## src/rtl/commit_store_queue.sv

```systemverilog
// rtl/commit_store_queue.sv - commit-stage store queue with drain handshake and store-to-load forwarding
//
// Holds stores in program order from rename allocation through write-back,
// ROB commit and drain to data memory.
// Ports:
//   clk_i, reset_i                 clock, asynchronous active-high reset
//   alloc_v_i / alloc_ready_o      allocate one store at the tail
//   alloc_num_o                    tail pointer (entry number with wrap bit)
//   wb_v_i, wb_num_i, wb_addr_i, wb_data_i   execute write-back of one entry
//   commit_cnt_i                   stores retired by the ROB this cycle
//   flush_i                        discard all uncommitted entries
//   mem_w_v_o / mem_w_ready_i      drain handshake, head store addr/data
//   clear_v_o / clear_num_o        entry freed this cycle and its index
//   ld_addr_i, ld_sb_num_i         load address and tail snapshot
//   ld_hit_o, ld_data_o, ld_stall_o forwarding result
//   wb_vector_o, commit_pt_o, count_o        status
module commit_store_queue #(
    parameter int WORD_SIZE_P    = 16,
    parameter int SB_ENTRY_P     = 8,
    parameter int COMMIT_WIDTH_P = 2,
    localparam int PW = $clog2(SB_ENTRY_P) + 1,
    localparam int IW = PW - 1,
    localparam int CW = $clog2(COMMIT_WIDTH_P + 1)
) (
    input  logic                   clk_i,
    input  logic                   reset_i,
    input  logic                   alloc_v_i,
    output logic                   alloc_ready_o,
    output logic [PW-1:0]          alloc_num_o,
    input  logic                   wb_v_i,
    input  logic [IW-1:0]          wb_num_i,
    input  logic [WORD_SIZE_P-1:0] wb_addr_i,
    input  logic [WORD_SIZE_P-1:0] wb_data_i,
    input  logic [CW-1:0]          commit_cnt_i,
    input  logic                   flush_i,
    output logic                   mem_w_v_o,
    output logic [WORD_SIZE_P-1:0] mem_w_addr_o,
    output logic [WORD_SIZE_P-1:0] mem_w_data_o,
    input  logic                   mem_w_ready_i,
    output logic                   clear_v_o,
    output logic [IW-1:0]          clear_num_o,
    input  logic [WORD_SIZE_P-1:0] ld_addr_i,
    input  logic [PW-1:0]          ld_sb_num_i,
    output logic                   ld_hit_o,
    output logic [WORD_SIZE_P-1:0] ld_data_o,
    output logic                   ld_stall_o,
    output logic [SB_ENTRY_P-1:0]  wb_vector_o,
    output logic [PW-1:0]          commit_pt_o,
    output logic [PW-1:0]          count_o
);

    logic [PW-1:0]          head_q, head_d, cmt_q, cmt_d, tail_q, tail_d;
    logic [SB_ENTRY_P-1:0]  wb_q, wb_d;
    logic [WORD_SIZE_P-1:0] addr_q [SB_ENTRY_P];
    logic [WORD_SIZE_P-1:0] data_q [SB_ENTRY_P];

    logic [PW-1:0]          occupied, uncommitted, commit_ext, commit_amt, fwd_len;
    logic [IW-1:0]          head_idx, tail_idx, cmt_idx, wb_off;
    logic                   full, alloc_fire, wb_fire, drain_fire;
    logic                   fwd_hit, fwd_stall;
    logic [WORD_SIZE_P-1:0] fwd_data;

    assign head_idx    = head_q[IW-1:0];
    assign tail_idx    = tail_q[IW-1:0];
    assign cmt_idx     = cmt_q[IW-1:0];
    assign occupied    = tail_q - head_q;
    assign uncommitted = tail_q - cmt_q;
    assign full        = (head_idx == tail_idx) && (head_q[IW] != tail_q[IW]);

    assign alloc_ready_o = reset_i || (!full && !flush_i);
    assign alloc_fire    = alloc_v_i && !full && !flush_i;

    // A write-back is accepted only for entries in [cmt, tail): the index's
    // distance from cmt must be below the number of uncommitted entries.
    assign wb_off  = wb_num_i - cmt_idx;
    assign wb_fire = wb_v_i && !flush_i && ({1'b0, wb_off} < uncommitted);

    // Commit count saturates at the number of uncommitted entries.
    assign commit_ext = PW'(commit_cnt_i);
    assign commit_amt = (commit_ext < uncommitted) ? commit_ext : uncommitted;

    assign mem_w_v_o    = (head_q != cmt_q);
    assign mem_w_addr_o = addr_q[head_idx];
    assign mem_w_data_o = data_q[head_idx];
    assign drain_fire   = mem_w_v_o && mem_w_ready_i;
    assign clear_v_o    = drain_fire;
    assign clear_num_o  = head_idx;

    assign alloc_num_o = tail_q;
    assign wb_vector_o = wb_q;
    assign commit_pt_o = cmt_q;
    assign count_o     = occupied;

    always_comb begin
        head_d = drain_fire ? head_q + PW'(1) : head_q;
        cmt_d  = cmt_q + commit_amt;
        // Flush snaps the tail onto the post-commit cmt pointer.
        if (flush_i) begin
            tail_d = cmt_d;
        end else if (alloc_fire) begin
            tail_d = tail_q + PW'(1);
        end else begin
            tail_d = tail_q;
        end
        wb_d = wb_q;
        if (alloc_fire) begin
            wb_d[tail_idx] = 1'b0;
        end
        if (wb_fire) begin
            wb_d[wb_num_i] = 1'b1;
        end
    end

    always_ff @(posedge clk_i or posedge reset_i) begin
        if (reset_i) begin
            head_q <= '0;
            cmt_q  <= '0;
            tail_q <= '0;
            wb_q   <= '0;
        end else begin
            head_q <= head_d;
            cmt_q  <= cmt_d;
            tail_q <= tail_d;
            wb_q   <= wb_d;
        end
    end

    always_ff @(posedge clk_i) begin
        if (wb_fire) begin
            addr_q[wb_num_i] <= wb_addr_i;
            data_q[wb_num_i] <= wb_data_i;
        end
    end

    // Walk [head, ld_sb_num) oldest to youngest so the last match wins.
    assign fwd_len = ld_sb_num_i - head_q;

    always_comb begin
        fwd_hit   = 1'b0;
        fwd_stall = 1'b0;
        fwd_data  = '0;
        for (int k = 0; k < SB_ENTRY_P; k++) begin
            if (PW'(k) < fwd_len) begin
                if (!wb_q[head_idx + IW'(k)]) begin
                    fwd_stall = 1'b1;
                end else if (addr_q[head_idx + IW'(k)] == ld_addr_i) begin
                    fwd_hit  = 1'b1;
                    fwd_data = data_q[head_idx + IW'(k)];
                end
            end
        end
    end

    assign ld_stall_o = fwd_stall && !reset_i;
    assign ld_hit_o   = fwd_hit && !fwd_stall && !reset_i;
    assign ld_data_o  = fwd_data;

endmodule

```

## config.mk

```make
export PLATFORM = sky130hd
export DESIGN_NAME = commit_store_queue
export DESIGN_NICKNAME = d
export VERILOG_FILES = /design/src/rtl/commit_store_queue.sv
export SDC_FILE = /design/constraint.sdc
export NUM_CORES = 1
export LEC_CHECK = 0
export BUFFER_PORTS_ARGS = -buffer_cell sky130_fd_sc_hd__clkbuf_2
export CAP_MARGIN = 15
export CORE_UTILIZATION = 55
export CTS_CLUSTER_DIAMETER = 120
export CTS_CLUSTER_SIZE = 16
export DETAILED_ROUTE_END_ITERATION = 12
export GPL_ROUTABILITY_DRIVEN = 1
export PLACE_DENSITY = 0.73
export SETUP_SLACK_MARGIN = 0.02
export SLEW_MARGIN = 15
export SYNTH_ARGS = -nofsm -noshare
export SYNTH_HDL_FRONTEND = slang
export SYNTH_SLANG_ARGS = --single-unit
```

## constraint.sdc

```tcl
create_clock -name clk_i -period 7.5 [get_ports clk_i]
set_clock_uncertainty 0.15 [all_clocks]
set_input_delay 0.75 -clock clk_i [delete_from_list [all_inputs] [get_ports clk_i]]
set_output_delay 0.75 -clock clk_i [all_outputs]
set_load 0.01 [all_outputs]
```

==> impl_metrics.py, run 1 <==
metrics = {
    "clocking": {
        "postCtsResizedCells": 0,
        "cts.htree.levels": 1,
        "clk_latency_ns": 0.56,
        "clockBufferDepth": 3,
        "cts_tree": "built",
        "clk_root_buffer_cell": "clkbuf_16",
        "clk_transition_reported_paths_ns": 0.07,
        "cts-buffers-inserted": 21,
        "ctsHoldBuffers": 0,
        "clock_sink_count": 276,
        "cts_post_setup_buffers_inserted": 0,
    },
    "critical_path": {
        "worstSetupStartpointType": "register",
        "slowest_delay_ns": 0.68,
        "worstSetupPathType": "register to output pin",
        "critPathArrivalTime_ns": 5.98,
        "crit_chain": "inv_2, ha_4, buf_12, mux4_2, xnor2_1, o32ai_1, a211oi_1, nand4_1, nor2_2, buf_4, or3_1, a21oi_1, a2111oi_1, o22ai_1, clkbuf_2",
        "path_max_fanout": 33,
        "cp-end-kind": "output pin",
        "worst_path_max_delay_cell": "dfrtp_4",
        "worstPathRequired_ns": 6.60,
    },
    "route": {
        "detail_route.wirelength_mm": 72.5,
        "drc_errors": 0,
        "dr.pass1.iters": 6,
        "detail_route.iter0.violations": 2498,
        "post_drt_wl_per_cell_um": 29.7,
        "remaining_number_of_nets_flagged_by_the_antenna_check_after_routing": 0,
        "via_count": 18170,
        "post_drt_via_cell_ratio": 7.44,
    },
    "floorplan": {
        "die_w_um": 208,
        "std_cell_rows": 75,
        "boundaryPins": 139,
        "core_area_um2": 41900,
        "die-height_um": 208,
        "die_area_um2": 43400,
        "floorplan.initialDensity_pct": 55.8,
    },
    "job": {
        "max-cap-violations": 0,
    },
    "pwr": {
        "power.internal_uw": 6420,
        "p_sw_share_pct": 47.8,
        "report.power.total_uw": 12300,
        "clock_power_share_pct": 8.8,
        "net-switching-power_uw": 5880,
        "ir_drop_v": 0.000500,
        "p_seq_share_pct": 17.4,
        "p_leak_uw": 0.00888,
        "power_density_nw_per_um2": 492,
        "share_comb_of_total_power_pct": 73.8,
    },
    "timing": {
        "setup_violation_total_in_the_final_timing_report": 0,
        "timing.final.max_slew_violations": 0,
        "transition_at_the_pin_with_the_smallest_max_transition_slack_ns": 1.02,
        "slew_headroom_pct": 31.9,
        "timing.final.hold_violations": 0,
        "finalCritPeriodShare_pct": 91.8,
        "finalCriticalPeriod_ns": 6.88,
        "timing.fmax_mhz": 145,
        "setup_total_negative_slack_ns": 0,
        "setup_repair_after_global_routing_missed_its_margin": "no",
    },
    "yosys": {
        "synthDominantAreaCellType": "edfxtp_1",
        "synth_ff_type": "edfxtp_1",
        "ys_ff_latch": 276,
        "synth_enable_flop_cells": 256,
        "yosys_warnings": 0,
        "synthTopCellsByArea": "edfxtp_1 (33%), mux4_2 (27%), mux2i_1 (7.0%), xnor2_1 (4.3%), nand2_1 (3.9%)",
        "avgSynthCellArea_um2": 12.7,
        "syn-cell-area_um2": 23400,
        "asyncSetResetFlopFracSynth_pct": 7.25,
        "syn_inst": 1846,
        "yosysSeqAreaShare_pct": 35.0,
        "synth_cell_type_count": 71,
        "synthesis.nets": 1934,
        "netlist.area_leader.share_pct": 32.8,
    },
    "global_routing": {
        "globalRouteMet2Util_pct": 51.9,
        "globalRoute.totalOverflow": 0,
        "grtUsageMet1_pct": 48.8,
        "antenna_found_initial": 3,
        "grt_use_total_pct": 33.9,
        "grt-busiest-layer": "met2",
        "via_count_of_the_first_global_routing_pass": 17950,
        "grt_first_pass_wirelength_mm": 112,
        "grt_start_max_net_pins": 129,
        "groute.layer.met3.usage_pct": 6.88,
    },
    "placement": {
        "i_o_buffers": 138,
        "place.detailed.hpwl_mm": 49.7,
        "gpl.final_weighted_congestion": 1.03,
    },
    "worst_hold_path": {
        "type_of_the_worst_min_delay_path": "input pin to async pin",
    },
    "finish": {
        "nets": 1977,
        "antenna_cells": 0,
        "post_route_cells_drive_above_1_share_pct": 30.5,
        "flow.area_growth_from_synthesis_pct": 6.79,
    },
    "run_status": {
        "status": "finished clean",
    },
}
==> stage by stage <==
stage | cell area (µm²) | hold slack, ns | setup slack (ns) | utilization (%) | cells
global placement | 24400 | 0.431 | 1.42 | 58.2 | 2405
detailed placement | 24400 | 0.442 | 1.31 | 58.2 | 2405
floorplan | 23400 | 0.386 | 1.63 | - | 1846
finish | 25000 | 0.0718 | 0.617 | 59.6 | 2443
global route | 25000 | 0.103 | 0.300 | 59.6 | 2443
CTS | 25000 | 0.0586 | 0.681 | 59.6 | 2443
==> area by class of cell <==
type                            instances  area, µm²
Clock inverter                          2       25.0
Multi-Input combinational cell       1368      14300
Fill cell                            3257      16900
Tap cell                              539        674
Sequential cell                       276       8200
Timing Repair Buffer                  181       1040
Inverter                               41        154
Clock buffer                           36        582
==> Yosys cell counts, drive strengths merged (4+ instances only) <==
master and count:
nor2b 7, inv 38, fa 5, a211oi 5
nand4 19, or2 7, or3 4, clkbuf 41
o211ai 7, o22ai 42, mux4 287, a21oi 58
nand2b 14, edfxtp 256, nand2 246, a221oi 29
a31oi 9, nor4 9, a211o 12, and3 7
mux2i 164, a21o 10, nand3 22, xnor2 114
mux2 55, o31ai 14, o221ai 8, o21a 4
and2 11, o21ai 41, ha 20, xor2 35
a2111oi 14, o2111ai 9, nor2 35, nor3 14
dfrtp 20, buf 120
==> logic make-up after synthesis <==
| family | after synthesis | share of synthesized area, % |
|---|---|---|
| AND/OR/NAND/NOR | 407 | 7.92 |
| other | 1 | 0.0160 |
| flip-flops | 276 | 35.0 |
| XOR/XNOR | 149 | 5.60 |
| adder cells (fa/ha/maj) | 26 | 1.54 |
| multiplexers | 506 | 37.4 |
| AO/OA/AOI/OAI | 279 | 8.23 |
| buffers and inverters | 202 | 4.37 |
==> final timing paths <==
path	from	endpoint	slack (ns)	cells after the start
hold / removal	reset_i	head_q[3]	0.07	3
setup reg to reg	alloc_num_o[0]	addr_q[7][10]	3.28	13
setup / recovery	head_q[1]	ld_data_o[9]	0.62	15
hold reg to reg	head_q[3]	head_q[3]	0.46	1
min in group clk_i	wb_data_i[11]	data_q[4][11]	0.32	1
max in group asynchronous	reset_i	head_q[2]	6.88	3
==> critical path: cells and delay by family (launching register included) <==
| family | cells | cell delay, ns |
|---|---|---|
| compound gates | 5 | 1.18 |
| buf+inv | 4 | 1.01 |
| simple gates | 3 | 0.97 |
| flops | 1 | 0.68 |
| fa+ha+maj | 1 | 0.58 |
| mux | 1 | 0.54 |
| xor+xnor | 1 | 0.42 |
==> flip-flops by register name, indices dropped and copies added, names as in the netlist <==
| name | cells |
|---|---|
| addr_q | 128 |
| data_q | 128 |
| wb_vector_o | 8 |
| alloc_num_o | 4 |
| commit_pt_o | 4 |
| head_q | 4 |
==> metal layers <==
layer / vias up / part of all wire, %
met5: - / 0.034
li1: 7485 / -
met2: 1273 / 46
met4: 4 / 3.1
met1: 9232 / 39
met3: 176 / 12
==> layout by cell type (no fill, tap or decap), types with 33 or more instances in the layout <==
| master | n |
|---|---|
| a21oi_1 | 58 |
| mux2i_1 | 164 |
| o22ai_1 | 42 |
| nand2_1 | 246 |
| mux2_2 | 55 |
| clkbuf_2 | 138 |
| xor2_1 | 33 |
| o21ai_0 | 41 |
| buf_4 | 41 |
| xnor2_1 | 112 |
| edfxtp_1 | 256 |
| mux4_2 | 281 |
==> power by group through the flow <==
stage | clock [µW] | combinational, µW | sequential [µW]
final | 1080 | 9080 | 2140
after global routing | 1160 | 9630 | 2160
after CTS | 1100 | 8940 | 2130
after detailed placement | 0 | 8890 | 2160
after global placement | 0 | 8760 | 2150
after floorplan | 0 | 6900 | 2020
Power figures use the tool's default switching activity.
==> inputs of run 2 (changes only) <==
==> constraint.sdc (replaced) <==
create_clock -name clk_i -period 7.5 [get_ports clk_i]
set_clock_uncertainty 0.15 [all_clocks]
set_input_delay 0.75 -clock clk_i [delete_from_list [all_inputs] [get_ports clk_i]]
set_output_delay 0.75 -clock clk_i [all_outputs]
set_load 0.02 [all_outputs]
==> run 2 against run 1 <==
- power rose by 0.92%
- global-route usage fell by 1.2 points
- wire length fell by 2.8%
- combinational power rose by 1%
- register-to-register slack improved by 0.19 ns
- sequential power barely moved
- sequential share of layout area barely moved
- final cell count did not move
- worst hold slack improved by 0.14 ns
- first-iteration DRC count rose by 4.8%
- via count fell by 0.59%
- critical endpoint is now ld_data_o[3]
- highest routed layer unchanged
==> impl_metrics.py, run 2 (synthesis gave the netlist of run 1 again) <==
metrics = {
    "run_status": {
        "status": "finished clean",
    },
    "finish": {
        "post_route_cells_drive_above_1_share_pct": 30.4,
        "nets": 1976,
        "flow.area_growth_from_synthesis_pct": 6.71,
        "area.sequential_um2": 8200,
        "multi_input_comb_area_um2": 14300,
        "highest_count_cells_in_the_layout_ignoring_fill_and_taps": "mux4_2 (281), edfxtp_1 (256), nand2_1 (246)",
        "most_common_library_cell_in_the_layout_ignoring_fill_and_taps": "mux4_2",
        "layout.filler_cells": 3231,
    },
    "clocking": {
        "cts-buffers-inserted": 21,
        "postCtsResizedCells": 0,
        "clockBufferDepth": 3,
        "cts.htree.levels": 1,
        "cts_tree": "built",
        "clk_root_buffer_cell": "clkbuf_16",
        "clk_latency_ns": 0.55,
        "cts_post_setup_buffers_inserted": 0,
        "ctsHoldBuffers": 0,
        "clk_transition_reported_paths_ns": 0.07,
        "clock_sink_count": 276,
    },
    "global_routing": {
        "grt-busiest-layer": "met2",
        "via_count_of_the_first_global_routing_pass": 17502,
        "grt_use_total_pct": 32.6,
        "antenna_found_initial": 3,
        "grt_start_max_net_pins": 85,
        "grt_first_pass_wirelength_mm": 108,
        "grtUsageMet1_pct": 46.6,
        "globalRouteMet2Util_pct": 49.2,
        "groute.layer.met3.usage_pct": 7.94,
        "globalRoute.totalOverflow": 0,
    },
    "worst_hold_path": {
        "type_of_the_worst_min_delay_path": "input pin to async pin",
    },
    "floorplan": {
        "die_area_um2": 43400,
        "floorplan.initialDensity_pct": 55.8,
        "die_w_um": 208,
        "core_area_um2": 41900,
        "boundaryPins": 139,
        "die-height_um": 208,
        "std_cell_rows": 75,
    },
    "timing": {
        "setup_repair_after_global_routing_missed_its_margin": "no",
        "finalCriticalPeriod_ns": 7.10,
        "timing.fmax_mhz": 141,
        "setup_total_negative_slack_ns": 0,
        "slew_headroom_pct": 32.6,
        "finalCritPeriodShare_pct": 94.7,
        "setup_violation_total_in_the_final_timing_report": 0,
        "smallest_setup_slack_after_layout_ns": 0.395,
        "transition_at_the_pin_with_the_smallest_max_transition_slack_ns": 1.01,
        "timing.final.max_slew_violations": 0,
        "timing.final.hold_violations": 0,
    },
    "placement": {
        "i_o_buffers": 138,
        "place.detailed.hpwl_mm": 48.0,
        "place_ws_ns": 1.13,
        "gpl.final_weighted_congestion": 1.14,
    },
    "critical_path": {
        "path_max_fanout": 50,
        "worstPathRequired_ns": 6.60,
        "critPathArrivalTime_ns": 6.20,
        "worst_path_max_delay_cell": "ha_4",
        "worstSetupPathType": "register to output pin",
        "slowest_delay_ns": 0.82,
        "worstSetupStartpointType": "register",
        "crit_chain": "inv_2, ha_4, mux4_2, and2_1, or4_1, a22oi_1, nand4_1, nor2_2, buf_4, or3_1, a21oi_1, a2111oi_1, o22ai_1, clkbuf_2",
        "cp-end-kind": "output pin",
    },
    "route": {
        "detail_route.iter0.violations": 2619,
        "remaining_number_of_nets_flagged_by_the_antenna_check_after_routing": 0,
        "drc_errors": 0,
        "post_drt_wl_per_cell_um": 28.9,
        "detail_route.wirelength_mm": 70.5,
        "dr.pass1.iters": 6,
        "post_drt_via_cell_ratio": 7.39,
        "via_count": 18063,
    },
    "pwr": {
        "power_density_nw_per_um2": 497,
        "p_leak_uw": 0.00887,
        "ir_drop_v": 0.000511,
        "report.power.total_uw": 12400,
    },
    "job": {
        "max-cap-violations": 0,
    },
}
==> run 2: per-stage QoR <==
stage	utilization [%]	cell area [µm²]	hold WS [ns]	cells
global route	59.6	25000	0.291	2442
global placement	58.1	24400	0.433	2404
floorplan	-	23400	0.386	1846
detailed placement	58.1	24400	0.433	2404
CTS	59.6	25000	0.246	2442
finish	59.6	25000	0.214	2443
==> run 2: area by class of cell <==
type	count	share of cell area, %
multi-input cells	1368	57.4
flip-flops and latches	276	32.8
repair buffers	180	4.08
well taps	539	2.70
clock buffers	36	2.33
inverters	41	0.616
clock inverters	2	0.100
diodes	1	0.0100
==> run 2: final timing paths <==
path | end | from | cells past startpoint | slack, ns
setup / recovery | ld_data_o[3] | head_q[0] | 14 | 0.40
hold / removal | wb_vector_o[6] | reset_i | 2 | 0.21
setup reg to reg | data_q[5][9] | alloc_num_o[0] | 12 | 3.47
hold reg to reg | head_q[3] | head_q[3] | 1 | 0.45
max in group asynchronous | head_q[0] | reset_i | 2 | 6.35
min in group clk_i | addr_q[6][2] | wb_addr_i[2] | 1 | 0.32
==> run 2: power by group <==
| group | leakage [µW] | switching (µW) | internal (µW) | total (µW) |
|---|---|---|---|---|
| sequential | 0.00255 | 288 | 1850 | 2130 |
| clock | 0.000288 | 551 | 533 | 1080 |
| combinational | 0.00603 | 5170 | 4030 | 9200 |
| total | 0.00887 | 6010 | 6410 | 12400 |
==> run 2: critical path, delay by kind of cell, from the launching register on <==
kind | cells | cell delay (ns)
compound gates | 4 | 0.93
fa+ha+maj | 1 | 0.82
buf+inv | 3 | 0.64
flops | 1 | 0.81
mux | 1 | 0.60
simple gates | 5 | 1.78
==> run 2: routing by layer <==
layer  part of all wire [%]  routed length [µm]
met4                    3.4                2400
met1                     39               27500
met2                     45               31800
met5                  0.034                  24
met3                     13                8880
